[config.mk]
export PLATFORM = sky130hd
export DESIGN_NAME = mem_ctrl
export DESIGN_NICKNAME = d
export VERILOG_FILES = /design/src/rtl/mem_ctrl_pkg.sv /design/src/rtl/mem_ctrl_arb.sv /design/src/rtl/mem_ctrl.sv
export SDC_FILE = /design/constraint.sdc
export NUM_CORES = 1
export LEC_CHECK = 0
export CAP_MARGIN = 20
export CORE_MARGIN = 5
export CORE_UTILIZATION = 40
export DETAILED_ROUTE_END_ITERATION = 8
export GPL_TIMING_DRIVEN = 1
export PLACE_DENSITY = 0.64
export SETUP_SLACK_MARGIN = 0.02
export SLEW_MARGIN = 20
export SYNTH_ARGS = -nofsm -noshare
export SYNTH_HDL_FRONTEND = slang
export SYNTH_HIERARCHICAL = 1
export SYNTH_SLANG_ARGS = --single-unit
export TNS_END_PERCENT = 50
[constraint.sdc]
create_clock -name clk -period 4.59 [get_ports clk]
set_input_delay 0.459 -clock clk [delete_from_list [all_inputs] [get_ports clk]]
set_output_delay 0.459 -clock clk [all_outputs]
set_load 0.01 [all_outputs]
[src/rtl/mem_ctrl_pkg.sv]
// Shared types and constants for the byte-serial memory controller.
// State encodings, access-width codes and the width-to-byte-count helper.
package mem_ctrl_pkg;

    typedef enum logic [2:0] {
        MC_IDLE   = 3'd0,
        MC_IFETCH = 3'd1,
        MC_DLOAD  = 3'd2,
        MC_DSTORE = 3'd3,
        MC_DONE   = 3'd4
    } mc_state_e;

    localparam logic [1:0] MW_BYTE = 2'b00;
    localparam logic [1:0] MW_HALF = 2'b01;
    localparam logic [1:0] MW_WORD = 2'b10;

    localparam logic        True_v   = 1'b1;
    localparam logic        False_v  = 1'b0;
    localparam logic [31:0] ZeroWord = 32'h0000_0000;

    // Code 11 falls through to a full word.
    function automatic logic [2:0] width_bytes(input logic [1:0] width);
        case (width)
            MW_BYTE: return 3'd1;
            MW_HALF: return 3'd2;
            default: return 3'd4;
        endcase
    endfunction

endpackage

[src/rtl/mem_ctrl_arb.sv]
// Fixed-priority select between the instruction and data requesters.
// MEMCTRL_DATA_FIRST_EN gives the data port priority; otherwise the instruction port wins.
module mem_ctrl_arb (
    input  logic inst_req,
    input  logic data_req,
    output logic grant_inst_c,
    output logic grant_data_c
);

    always_comb begin
`ifdef MEMCTRL_DATA_FIRST_EN
        grant_data_c = data_req;
        grant_inst_c = inst_req & ~data_req;
`else
        grant_inst_c = inst_req;
        grant_data_c = data_req & ~inst_req;
`endif
    end

endmodule

[src/rtl/mem_ctrl.sv]
// Serializes instruction line refills and data loads/stores onto a byte-wide RAM port.
// Requester priority is selected by MEMCTRL_DATA_FIRST_EN (see mem_ctrl_arb).
module mem_ctrl
    import mem_ctrl_pkg::*;
#(
    parameter int unsigned ADDR_WIDTH = 17,
    parameter int unsigned LINE_BYTES = 16
) (
    input  logic                    clk,
    input  logic                    rst,
    input  logic                    rdy,
    input  logic                    ram_inst_re,
    input  logic [31:0]             ram_inst_addr,
    output logic [8*LINE_BYTES-1:0] ram_inst,
    output logic                    ram_inst_busy,
    input  logic                    mem_re,
    input  logic                    mem_we,
    input  logic [31:0]             mem_addr,
    input  logic [1:0]              mem_width,
    input  logic [31:0]             mem_wdata,
    output logic [31:0]             mem_rdata,
    output logic                    mem_busy,
    output logic [ADDR_WIDTH-1:0]   ram_a,
    output logic [7:0]              ram_dout,
    input  logic [7:0]              ram_din,
    output logic                    ram_wr
);

    localparam int unsigned LINE_W = 8 * LINE_BYTES;
    localparam int unsigned CNT_W  = $clog2(LINE_BYTES + 2);
    localparam int unsigned IDX_W  = $clog2(LINE_BYTES);

    mc_state_e             state, state_nxt;
    logic [CNT_W-1:0]      cnt, nbytes, cnt_inc;
    logic [IDX_W-1:0]      byte_idx;
    logic [ADDR_WIDTH-1:0] base, start_a_c;
    logic [31:0]           wdata;
    logic [LINE_W-1:0]     line_buf, assembled_c;
    logic                  wr_q, rdy_q;
    logic [7:0]            din_hold, din_c;
    logic                  grant_inst_c, grant_data_c;
    logic                  accept_c, active_c, capture_c, advance_c, finish_c;
    logic                  unused_addr_c;

    mem_ctrl_arb u_arb (
        .inst_req     (ram_inst_re),
        .data_req     (mem_re | mem_we),
        .grant_inst_c (grant_inst_c),
        .grant_data_c (grant_data_c)
    );

    assign cnt_inc       = cnt + CNT_W'(1);
    assign byte_idx      = IDX_W'(cnt - CNT_W'(1));
    assign start_a_c     = grant_inst_c ? ADDR_WIDTH'({ram_inst_addr[31:IDX_W], IDX_W'(0)})
                                        : ADDR_WIDTH'(mem_addr);
    assign unused_addr_c = ^ram_inst_addr[IDX_W-1:0];
    assign ram_wr        = wr_q & rdy;

    // The RAM keeps running while rdy is low, so the byte in flight at the first
    // stalled edge is parked and consumed on the resume edge instead of ram_din.
    always_ff @(posedge clk) begin
        if (rst) begin
            rdy_q    <= False_v;
            din_hold <= 8'h00;
        end else begin
            rdy_q <= rdy;
            if (rdy_q && !rdy) din_hold <= ram_din;
        end
    end

    assign din_c = rdy_q ? ram_din : din_hold;

    always_comb begin
        assembled_c = line_buf;
        assembled_c[{byte_idx, 3'b000} +: 8] = din_c;
    end

    always_ff @(posedge clk) begin
        if (rst)      state <= MC_IDLE;
        else if (rdy) state <= state_nxt;
    end

    always_comb begin
        state_nxt = state;
        case (state)
            MC_IDLE: begin
                if (grant_inst_c)      state_nxt = MC_IFETCH;
                else if (grant_data_c) state_nxt = mem_we ? MC_DSTORE : MC_DLOAD;
            end
            MC_IFETCH, MC_DLOAD, MC_DSTORE: if (finish_c) state_nxt = MC_DONE;
            MC_DONE: state_nxt = MC_IDLE;
            default: state_nxt = MC_IDLE;
        endcase
    end

    // cnt holds (edges since acceptance - 1) while an access is active.
    always_comb begin
        accept_c  = False_v;
        active_c  = False_v;
        capture_c = False_v;
        advance_c = False_v;
        finish_c  = False_v;
        case (state)
            MC_IDLE: accept_c = grant_inst_c | grant_data_c;
            MC_IFETCH, MC_DLOAD: begin
                active_c  = True_v;
                capture_c = (cnt != '0);
                advance_c = (cnt_inc < nbytes);
                finish_c  = (cnt == nbytes);
            end
            MC_DSTORE: begin
                active_c  = True_v;
                advance_c = (cnt_inc < nbytes);
                finish_c  = (cnt_inc == nbytes);
            end
            default: ;
        endcase
    end

    always_ff @(posedge clk) begin
        if (rst) begin
            base          <= '0;
            nbytes        <= '0;
            cnt           <= '0;
            wdata         <= ZeroWord;
            line_buf      <= '0;
            ram_inst      <= '0;
            ram_inst_busy <= False_v;
            mem_rdata     <= ZeroWord;
            mem_busy      <= False_v;
            ram_a         <= '0;
            ram_dout      <= 8'h00;
            wr_q          <= False_v;
        end else if (rdy) begin
            if (accept_c) begin
                base          <= start_a_c;
                ram_a         <= start_a_c;
                cnt           <= '0;
                nbytes        <= grant_inst_c ? CNT_W'(LINE_BYTES) : CNT_W'(width_bytes(mem_width));
                wdata         <= mem_wdata;
                ram_dout      <= mem_wdata[7:0];
                wr_q          <= grant_data_c & mem_we;
                line_buf      <= '0;
                ram_inst_busy <= grant_inst_c;
                mem_busy      <= grant_data_c;
            end
            if (active_c) cnt <= cnt_inc;
            if (advance_c) begin
                ram_a    <= base + ADDR_WIDTH'(cnt_inc);
                ram_dout <= wdata[{cnt_inc[1:0], 3'b000} +: 8];
            end
            if (capture_c) line_buf <= assembled_c;
            if (finish_c) begin
                if (state == MC_IFETCH) ram_inst <= assembled_c;
                if (state == MC_DLOAD)  mem_rdata <= assembled_c[31:0];
                ram_inst_busy <= False_v;
                mem_busy      <= False_v;
                wr_q          <= False_v;
            end
        end
    end

endmodule

======== After elaboration in Yosys (flattened, before gate mapping) ========
Index checks and enable logic that the tools add are counted.
operators by class
  eq/ne operators ......................... 8
  order comparisons ....................... 1
  reductions and logical operators ........ 19
  mux-type cells .......................... 29
  bitwise operators ....................... 6
  add/subtract/negate cells ............... 4
  shifts and indexed selects .............. 3
operator list
  kind                       number
  $mux W128                  2
  $bwmux W128                1
  $shift A8 B9 Y128 const A  1
  $shiftx A8 B9 Y128         1
  $mux W17                   3
  $shiftx A32 B6 Y8          1
  $mux W8                    3
  $add A17 B5 Y17            1
  $mux W5                    3
  $pmux W3 S2                2
  $mux W1                    11
  $eq A5 B5 Y1               2
  $reduce_and A2 Y1          5
  $mux W3                    3
  $neg A7 Y9                 1
  $reduce_and A3 Y1          3
  $reduce_bool A2 Y1         4
  $eq A3 B2 Y1 const B       2
  $add A5 B1 Y5 const B      1
  $lt A5 B5 Y1               1
  $reduce_bool A5 Y1         1
  $sub A4 B1 Y4 const B      1
  $and A1 B1 Y1              3
  $eq A3 B1 Y1 const B       1
  12 further kinds           13
storage, ports and cells
  bits of input ports ..................... 112
  register bits after elaboration ......... 387
  logic and storage cells ................. 85
  output and inout bits ................... 188

======== Logic depth before layout (Yosys ltp) ========
  word-level depth ........................ 6
  gate-level depth with buffers ........... 14
  mapped depth without buffers ............ 10

======== By module ========
The synthesis kept the hierarchy.
by module, submodules not included
  module        cells an instance  area an instance (µm²)  times used
  mem_ctrl      1986               16574.6                 1
  mem_ctrl_arb  2                  21.3                    1

======== Least setup slack after synthesis ========
Ideal clock, no wire load.
  path type ............................... reg-to-reg
  start ................................... register cnt[0]
  end ..................................... register ram_a[16]
  arrival ................................. 3.463 ns
  data required time ...................... 4.498 ns
  library setup time ...................... 0.092 ns
  slack ................................... 1.035 ns
  cell stages (with the launch flop) ...... 14
  period minus slack after synthesis ...... 3.555 ns
  cell sequence ........................... dfxtp_1 -> buf_2 -> clkbuf_1 -> inv_1 -> ha_1 -> clkbuf_1 -> inv_1 -> fa_1 -> nor2b_1 -> o211ai_1 -> a2111oi_0 -> xor2_1 -> nor2_1 -> o32ai_1
on the way
  word-level cells in the longest chain between the ends .. 5
RTL lines
  what                                                                     RTL line         RTL
  start: declaration                                                       mem_ctrl.sv:34   logic [CNT_W-1:0] cnt, nbytes, cnt_inc;
  start signal: assignment                                                 mem_ctrl.sv:147  if (active_c) cnt <= cnt_inc;
  $add A5 B1 Y5 *                                                          mem_ctrl.sv:52   assign cnt_inc = cnt + CNT_W'(1);
  parallel branches: the longest is 4 deep, another holds $add A17 B5 Y17  n/a
  end signal: assignment                                                   mem_ctrl.sv:137  ram_a <= start_a_c;
  end signal: assignment                                                   mem_ctrl.sv:149  ram_a <= base + ADDR_WIDTH'(cnt_inc);
  end: declaration                                                         mem_ctrl.sv:23   output logic [ADDR_WIDTH-1:0] ram_a,
Mark *: on every way between the ends.
A chain may end at the register's enable or synchronous reset.

======== Worst setup path in the final report ========
  start ................................... register cnt[1]
  end ..................................... register ram_a[16]
Same word-level chain as after synthesis.

==> run summary <==
CP Max Fanout: 11
Area contributors post-synth: dfxtp_1 47%, a21oi_1 7.8%, nand2_1 6.0%, o21ai_0 5.0%, nor2_1 5.0%
# hold bufs at CTS: 0
cts repair resizes: 0
Clock Sinks: 386
Fin. Hold Viols: 0
min Tclk post-route: 3.69 ns
CP Class: reg -> reg
Clock Skew: 0.0215 ns
CP top delay family: compound AO/OA/AOI/OAI gates
H-tree depth: 2
crit path DAT: 4.16 ns
Max Root-Sink Buffers: 3
largest net degree at the start of global routing: 166
die area: 45700 µm²
cells after synthesis: 1988
Final Max Tran Viols: 0
status: completed
DR vias: 15400
Residual DRC: 0
Worst Setup Start Kind: register
Seq cells post-synth: 386
GRT overflow: 0
CP max stage cell: dfxtp_1
Max Fclk: 271 MHz
initial antenna violation count: 0
ys async rst share: 0%
max incr delay on CP: 0.55 ns
Synth warnings: 6
Tcrit/Tclk final: 80.5%
CP dominant cell by count: inv_1
hold path startpoint: mem_wdata[9]
P&R area growth vs syn: 27.0%
Worst Hold Slack: 0.438 ns
Die W: 214 µm
power per standard cell area: 382 nW/µm²
R2R setup slack: 0.90 ns
HP Class: in -> reg
Critical Path RT: 5.06 ns
Relative slew margins: 26.8%
GRT Overall Usage: 22.9%
layout cells sized above 1: 8.02%
setup TNS: 0 ns
clock latency on the worst-skew pair: 0.57 ns
post-synth top area cell: dfxtp_1
CP Cell Sequence: inv_1 -> ha_1 -> buf_4 -> inv_1 -> fa_1 -> nor2b_1 -> o211ai_1 -> a2111oi_0 -> xor2_1 -> nor2_1 -> o32ai_1
RSZ-0062 raised after global routing: no
first-pass GRT wire length: 83500 µm
antenna cells: 0
I/O pin count: 300
WL/cell: 19.9 µm
via/cell ratio: 5.64
Syn Nets: 2116
die height: 214 µm
Post-Route WL: 54300 µm
clock slew at reported path FFs: 0.06 ns
number of synthesized flops with an enable pin: 0
syn avg cell area: 8.35 µm²
RePlAce Congestion: 0.877
maxcap violations: 0
Post-Syn Area: 16600 µm²
commonest non-fill, non-tap cell in the layout: dfxtp_1
Final setup viols: 0
leak pwr: 7.18 nW
hold path cells: 3
CTS tree: yes
Synth Flop Type: dfxtp_1
# fillers: 3849
First DRT Iteration DRCs: 1312
root buf cell: clkbuf_16
# nets final: 2289
Worst-Margin Slew: 1.10 ns
Worst Setup SP: cnt[1]
CTS buffer count: 43
Crit. path cell count: 11
commonest cells after routing, fill and taps aside: 386 x dfxtp_1, 264 x nand2_1, 264 x clkdlybuf4s50_1
port bufs: 265
post-synth cell types: 70
Rows: 74
VDD IR-drop max: 0.352 mV
top-area cell type share of the netlist area: 46.6%
Post-DP HPWL: 36900 µm
post-synthesis sequential area ratio: 46.6%
reg2reg path depth: 11
antenna viol nets, final: 0
vias in the first global route: 14700
RR Startpoint: cnt[1]
DR pass1 iterations: 6
CP endpoint kind: register
Core Region: 40900 µm²
worst path buffer plus inverter count: 3
Setup Buffers After CTS: 0
Initial Util: 40.6%
total power: 0.00805 W
-- per-layer routing --
layer	routed length (µm)	part of all wire [%]	GRT usage (%)
met4	1930	3.6	8.03
met2	25000	46	36.2
met3	3540	6.5	4.40
met1	23800	44	31.7
met5	0	0	0
-- registers in the layout, indices dropped and copies added, names as in the netlist --
| signal | cells |
|---|---|
| line_buf | 128 |
| ram_inst | 128 |
| mem_rdata | 32 |
| wdata | 32 |
| base | 17 |
| ram_a | 17 |
| din_hold | 8 |
| ram_dout | 8 |
| cnt | 5 |
| nbytes | 4 |
| state | 3 |
| mem_busy | 1 |
| ram_inst_busy | 1 |
| rdy_q | 1 |
| wr_q | 1 |
-- kinds of logic (layout without fill, tap and decap cells) --
group	count (synthesis)	after routing	synth area share (%)
buf+inv	184	391	4.51
simple gates	646	646	16.9
compound gates	646	646	23.5
flops	386	386	46.6
fa+ha+maj	16	16	1.25
mux	86	86	5.96
xor+xnor	24	24	1.36
-- through the flow --
step	area, µm²	utilization [%]	cells	setup WS (ns)
6_report	21100	51.5	2727	0.897
5_1_grt	21100	51.5	2727	0.616
4_1_cts	21100	51.5	2727	0.962
3_5_place_dp	19500	47.7	2648	0.963
3_3_place_gp	19500	47.7	2648	1.07
2_1_floorplan	16600	-	1988	1.04
-- power breakdown --
group | switching, W | internal, W
Sequential | 0.0000621 | 0.00344
Clock | 0.00146 | 0.00223
Combinational | 0.000543 | 0.000319
Total | 0.00206 | 0.00599
-- path summary, 6_finish.rpt --
check,end
worst max-delay path,ram_a[16]
worst min-delay path,wdata[9]
worst max register to register,ram_a[16]
worst min register to register,ram_inst[54]
-- layout make-up --
cell class                 count  area (µm²)  share of cell area [%]
clock buffer                  58        1260                    6.00
clock inverter                21         264                    1.25
timing repair buffer         296        2910                    13.8
tap                          532         666                    3.16
multi-input combinational   1418        8170                    38.8
inverter                      16        60.1                   0.285
sequential                   386        7730                    36.7
-- cells in the mapped netlist (21+ instances only) --
master,n
dfxtp_1,386
nand2_1,266
nor3_1,75
a211oi_1,32
nor2_1,219
clkbuf_1,128
buf_2,31
o211ai_1,21
o21ai_0,165
mux2i_1,56
a22oi_1,57
mux2_2,22
a221oi_1,32
nand3_1,35
a21oi_1,257
-- worst register-to-register path, cell delays in order, from the launching register on --
cell and delay, ns:
dfxtp_1 0.55, inv_1 0.14, ha_1 0.53, buf_4 0.33
inv_1 0.16, fa_1 0.43, nor2b_1 0.21, o211ai_1 0.21
a2111oi_0 0.55, xor2_1 0.19, nor2_1 0.05, o32ai_1 0.25
Note: power is estimated with default switching activity, not from simulation.
